<file path="src/rtl/bus_router.sv">
// Registered bus stage between the CPU memory port and its two targets (mmu, peripherals).
// Routes each request by address[31], enforces alignment and a per-request timeout, and raises a sticky bus error.
module bus_router #(
    parameter int unsigned TIMEOUT_CYCLES = 1024,
    parameter logic [31:0] ERR_DATA       = 32'hDEADBEEF
) (
    input  logic        clk,
    input  logic        reset,
    input  logic [31:0] cpu_address,
    input  logic        cpu_rw_req,
    input  logic        cpu_rw,
    input  logic [31:0] cpu_write_data,
    input  logic [1:0]  cpu_size,
    output logic [31:0] cpu_read_data,
    output logic        cpu_rec,
    output logic [31:0] address,
    output logic        rw,
    output logic [31:0] write_data,
    output logic [1:0]  size,
    output logic        mem_rw_req,
    input  logic [31:0] mem_read_data,
    input  logic        mem_valid,
    output logic        per_rw_req,
    input  logic [31:0] per_read_data,
    input  logic        per_valid,
    output logic        bus_err,
    output logic        busy
);

    localparam int unsigned    CW      = $clog2(TIMEOUT_CYCLES) + 1;
    localparam logic [CW-1:0]  CNT_MAX = CW'(TIMEOUT_CYCLES - 1);

    typedef enum logic [2:0] {
        S_IDLE,
        S_MEM,
        S_PER,
        S_ERR,
        S_RESP,
        S_DROP
    } state_t;

    state_t        state_q, state_d;
    logic [CW-1:0] count_q, count_d;
    logic [31:0]   address_q, address_d;
    logic          rw_q, rw_d;
    logic [31:0]   write_data_q, write_data_d;
    logic [1:0]    size_q, size_d;
    logic [31:0]   read_data_q, read_data_d;
    logic          bus_err_q, bus_err_d;

    logic          tgt_valid;
    logic [31:0]   tgt_data;

    // Half-words need bit 0 clear, words need bits 1:0 clear, size 11 is never legal.
    function automatic logic is_misaligned(input logic [1:0] sz, input logic [1:0] lo);
        case (sz)
            2'b00:   return 1'b0;
            2'b01:   return lo[0];
            2'b10:   return lo != 2'b00;
            default: return 1'b1;
        endcase
    endfunction

    assign tgt_valid = (state_q == S_MEM) ? mem_valid     : per_valid;
    assign tgt_data  = (state_q == S_MEM) ? mem_read_data : per_read_data;

    always_comb begin
        // NOTE: every signal gets a default before the case so no path leaves one unassigned (no latches).
        state_d      = state_q;
        count_d      = '0;
        address_d    = address_q;
        rw_d         = rw_q;
        write_data_d = write_data_q;
        size_d       = size_q;
        read_data_d  = read_data_q;
        bus_err_d    = bus_err_q;

        case (state_q)
            S_IDLE: begin
                if (cpu_rw_req) begin
                    address_d    = cpu_address;
                    rw_d         = cpu_rw;
                    write_data_d = cpu_write_data;
                    size_d       = cpu_size;
                    if (is_misaligned(cpu_size, cpu_address[1:0])) state_d = S_ERR;
                    else if (cpu_address[31])                      state_d = S_PER;
                    else                                           state_d = S_MEM;
                end
            end
            S_MEM, S_PER: begin
                // Valid is checked first so a response on the last allowed cycle still completes.
                if (tgt_valid) begin
                    read_data_d = tgt_data;
                    state_d     = S_RESP;
                end else if (count_q == CNT_MAX) begin
                    state_d = S_ERR;
                end else begin
                    count_d = count_q + 1'b1;
                end
            end
            S_ERR: begin
                read_data_d = ERR_DATA;
                bus_err_d   = 1'b1;
                state_d     = S_RESP;
            end
            S_RESP: state_d = S_DROP;
            S_DROP: if (!cpu_rw_req) state_d = S_IDLE;
            default: state_d = S_IDLE;
        endcase
    end

    always_ff @(posedge clk) begin
        // NOTE: state registers use non-blocking assignments so every flop samples pre-edge values.
        if (reset) begin
            state_q      <= S_IDLE;
            count_q      <= '0;
            address_q    <= '0;
            rw_q         <= 1'b0;
            write_data_q <= '0;
            size_q       <= '0;
            read_data_q  <= '0;
            bus_err_q    <= 1'b0;
        end else begin
            state_q      <= state_d;
            count_q      <= count_d;
            address_q    <= address_d;
            rw_q         <= rw_d;
            write_data_q <= write_data_d;
            size_q       <= size_d;
            read_data_q  <= read_data_d;
            bus_err_q    <= bus_err_d;
        end
    end

    assign mem_rw_req    = (state_q == S_MEM);
    assign per_rw_req    = (state_q == S_PER);
    assign cpu_rec       = (state_q == S_RESP);
    assign busy          = (state_q != S_IDLE);
    assign cpu_read_data = read_data_q;
    assign address       = address_q;
    assign rw            = rw_q;
    assign write_data    = write_data_q;
    assign size          = size_q;
    assign bus_err       = bus_err_q;

endmodule

</file>
<file path="config.mk">
export PLATFORM = sky130hd
export DESIGN_NAME = bus_router
export DESIGN_NICKNAME = d
export VERILOG_FILES = /design/src/rtl/bus_router.sv
export SDC_FILE = /design/constraint.sdc
export NUM_CORES = 1
export LEC_CHECK = 0
export CORE_UTILIZATION = 40
export DETAILED_ROUTE_END_ITERATION = 12
export PLACE_DENSITY = 0.81
export SLEW_MARGIN = 20
export SYNTH_ARGS = -nofsm -noshare
export SYNTH_HDL_FRONTEND = slang
export SYNTH_SLANG_ARGS = --single-unit
export TNS_END_PERCENT = 20
</file>
<file path="constraint.sdc">
create_clock -name clk -period 1.9 [get_ports clk]
set_input_delay 0.57 -clock clk [delete_from_list [all_inputs] [get_ports clk]]
set_output_delay 0.57 -clock clk [all_outputs]
set_load 0.05 [all_outputs]
</file>
==> results of run 1 <==
## final cells by class
cell class              count  area, sq um  share of cell area [%]
repair buffers            268         2501                   32.41
flip-flops and latches    114         2291                   29.69
multi-input cells         372         2076                   26.90
clock buffers              22        494.2                   6.405
well taps                 140        175.2                   2.270
clock inverters            10        152.6                   1.978
inverters                   7        26.28                  0.3405
## registers in the layout, summed over array words and instances, names as in the netlist
signal	count
rw	1
state_q	3
size	2
address	32
cpu_read_data	32
bus_err	1
count_q	11
write_data	32
## kinds of logic after synthesis
| group | Yosys count |
|---|---|
| and+or+nand+nor | 213 |
| AOI/OAI and AO/OA | 118 |
| DFF | 114 |
| buffers and inverters | 45 |
| muxes | 32 |
| xor gates and xnor gates | 8 |
| adders and majority gates | 1 |
## cell usage after synthesis (all sizes together), types with 5 or more instances
cell type	count	share of area, %
a211oi	8	2.2
a21oi	70	8.0
buf	22	3.3
clkbuf	16	1.3
dfxtp	114	50
inv	7	0.58
mux2	24	5.9
mux2i	8	1.8
nand2	138	11
nand3	6	0.66
nor2	49	4.1
nor3	6	0.77
o21ai	5	0.55
o22ai	24	3.3
xnor2	5	0.96
## per-stage QoR
stage	std cells	utilization [%]	setup TNS, ns
finish	933	70.26	-0.03337
global route	933	70.26	-0.1633
CTS	934	70.27	-0.07450
detailed placement	894	63.43	-5.300
global placement	894	63.43	-3.485
floorplan	531	-	-0.01493
## what timing repair did
action / in CTS / in global routing
cloned: 1 / 0
endpoints found under the setup margin: 4 / 17
buffers inserted: 7 / 0
resized for setup: 8 / 1
pin swaps: 1 / 1
## worst max-delay path: cells and delay by family, from the launching register on
kind | cells | cell delay, ns
buf+inv | 3 | 0.37
flops | 1 | 0.33
simple gates | 1 | 0.23
## per-layer routing
layer / part of all wire, % / GRT usage [%] / up-vias / wire length, um
li1: - / - / 2294 / -
met1: 38 / 24.46 / 2169 / 5284
met2: 53 / 42.41 / 150 / 7375
met3: 6.4 / 7.113 / 27 / 891
met4: 2.3 / 10.23 / 0 / 324
met5: 0 / 0 / - / 0
## power groups by stage
stage	sequential, mW	clock [mW]	combinational, mW
final	3.50	3.41	7.05
after floorplan	5.63	0	2.43
after CTS	3.50	3.46	7.07
after detailed placement	3.53	0	6.78
after global routing	3.58	3.58	7.42
after global placement	3.48	0	6.66
## worst min path at each step
stage | slack (ns) | to | startpoint | cells past startpoint
2_1_floorplan | 0.42 | count_q[0]$_SDFF_PP0_ | count_q[0]$_SDFF_PP0_ | 1
3_3_place_gp | 0.42 | count_q[0]$_SDFF_PP0_ | count_q[0]$_SDFF_PP0_ | 1
3_5_place_dp | 0.44 | count_q[0]$_SDFF_PP0_ | count_q[0]$_SDFF_PP0_ | 1
4_1_cts | 0.38 | state_q[2]$_SDFFE_PP0P_ | reset | 2
5_1_grt | 0.39 | state_q[2]$_SDFFE_PP0P_ | reset | 2
6_report | 0.40 | state_q[2]$_SDFFE_PP0P_ | reset | 2
==> flow_summary_export.csv, run 1 <==
group,metric,value,unit
status,outcome,"complete, but fails checks",
status,violations,"setup timing",
pwr,p_sw_share,42.15,%
routing,via_per_inst,4.973,
grt,antenna_found_initial,0,
sta,min_period,1.917,ns
sta,worst_slew_pin_slew,0.6487,ns
logic_synthesis,synth_compound_area_share,15.91,%
sta,hold_slack,0.3952,ns
floorplanning,num_rows,38,
sta,max_slew_margin,56.75,%
floorplanning,start_util,41.60,%
place,io_buffers,239,
grt,grt_use_total,23.28,%
sta,fmax,0.5216,GHz
critical_path,endpoint,"mem_rw_req",
critical_path,start_kind,"register",
pwr,combinationalPowerShare,50.5,%
logic_synthesis,synth.avg_cell_area,8.605,sq um
grt,grt_overflow,0,
sta,final.period_utilization,100.9,%
clocking,clock_sinks,114,
pwr,p_per_area,1809,nW/um^2
logic_synthesis,seq_area_frac_synth,49.95,%
place,gp_congestion,0.8452,
clocking,cts.path.max_buffers,2,
logic_synthesis,yosys_warnings,0,
final_layout,mostFrequentLayoutCells,"nand2_1 (137), clkdlybuf4s50_1 (134), buf_4 (122)",
grt,grt_pass1_wl,21.18,mm
sta,setup_violations,2,
final_layout,fillCellCount,835,
pwr,p_sw,5.884,mW
critical_path,cp_common_cell,"buf_12",
pwr,p_int,8.076,mW
hold_path,hp-class,"in2reg",
logic_synthesis,synth_flop_cell,"dfxtp_1",
pwr,peakVddDrop,1054,uV
clocking,cts_hold_buf,0,
logic_synthesis,synth.cell_area,4569,sq um
critical_path,rr_startpoint,"state_q[0]$_SDFFE_PP0P_",
critical_path,rrSetupSlack,0.11,ns
routing,num_vias,4640,
final_layout,nNetsFinal,917,
critical_path,crit_chain,"buf_6 > nor3b_4 > buf_12 > buf_12",
grt,grt_start_max_net_pins,64,
logic_synthesis,synth-seq-cells,114,
clocking,cts_tree,"yes",
clocking,cts.clk_slew.worst_paths,0.05,ns
final_layout,final_common_cell,"nand2_1",
clocking,clk-insertion-delay-late,0.41,ns
sta,setup_ws,-0.01722,ns
logic_synthesis,syn_inst,531,
final_layout,drive_above_1_share,25.60,%
pwr,power_frac_seq,25.1,%
routing,wl_per_cell,14.87,um
logic_synthesis,synthMuxAreaShare,7.667,%
place,placed_area,6967,sq um
logic_synthesis,synth_nets,668,
floorplanning,fp.dieArea,11850,sq um
final_layout,n_antenna_cell,0,
routing,drt_iter0_drc,209,
sta,fin_skew,0.007352,ns
final_layout,stdcell_area,7716,sq um
floorplanning,core,10980,sq um
sta,rsz0062_at_grt,"yes",
logic_synthesis,synth_top_family_by_area,"simple AND/OR/NAND/NOR gates",
clocking,cts-htree-levels,4,
critical_path,reg2regPathDepth,7,
clocking,numCtsBuffers,17,
pwr,total_power,13.96,mW
logic_synthesis,synth_fa_ha_area_share,0.2738,%
pwr,p_leak,3.118,nW
critical_path,worstPathMaxFanout,5,
critical_path,slowest_stage,"dfxtp_2",
critical_path,critPathCaptureType,"primary output",
routing,dr.pass1.iters,4,
pwr,pwr-share-clk,24.4,%
floorplanning,die-height,108.9,um
sta,maxSlewViolCount,0,
critical_path,critPathKind,"reg2out",
routing,remaining_drc_errors,0,
run,drv_cap,0,
critical_path,worstPathRequired,1.33,ns
routing,ant_nets,0,
floorplanning,die_w,108.9,um
sta,finalHoldViolCount,0,
routing,finalWirelength,13.88,mm
logic_synthesis,synthSimpleGateAreaFrac,19.47,%
place,dp_slack,-0.2590,ns
grt,grt_pass1_vias,4539,
logic_synthesis,synth_edf_count,0,
place,place_hpwl,9.873,mm
floorplanning,ios,240,
clocking,root_buffer,"clkbuf_16",
logic_synthesis,synthDistinctLibCells,47,
critical_path,r2r-end,"cpu_read_data[3]$_SDFFE_PP0P_",
critical_path,cp-startpoint,"state_q[0]$_SDFFE_PP0P_",
logic_synthesis,synthArstFlopShare,0,%
final_layout,area_growth,68.87,%
critical_path,slowest_delay,0.33,ns
logic_synthesis,synth_xor_area_share,1.533,%
critical_path,arrival,1.35,ns
(Power assumes the default switching activity.)
==> run 2: changes to the inputs <==
ABC_CLOCK_PERIOD_IN_PS = 1900   (was not set)
==> results of run 2 <==
Final layout, timing and power as in run 1 (identical DEF).
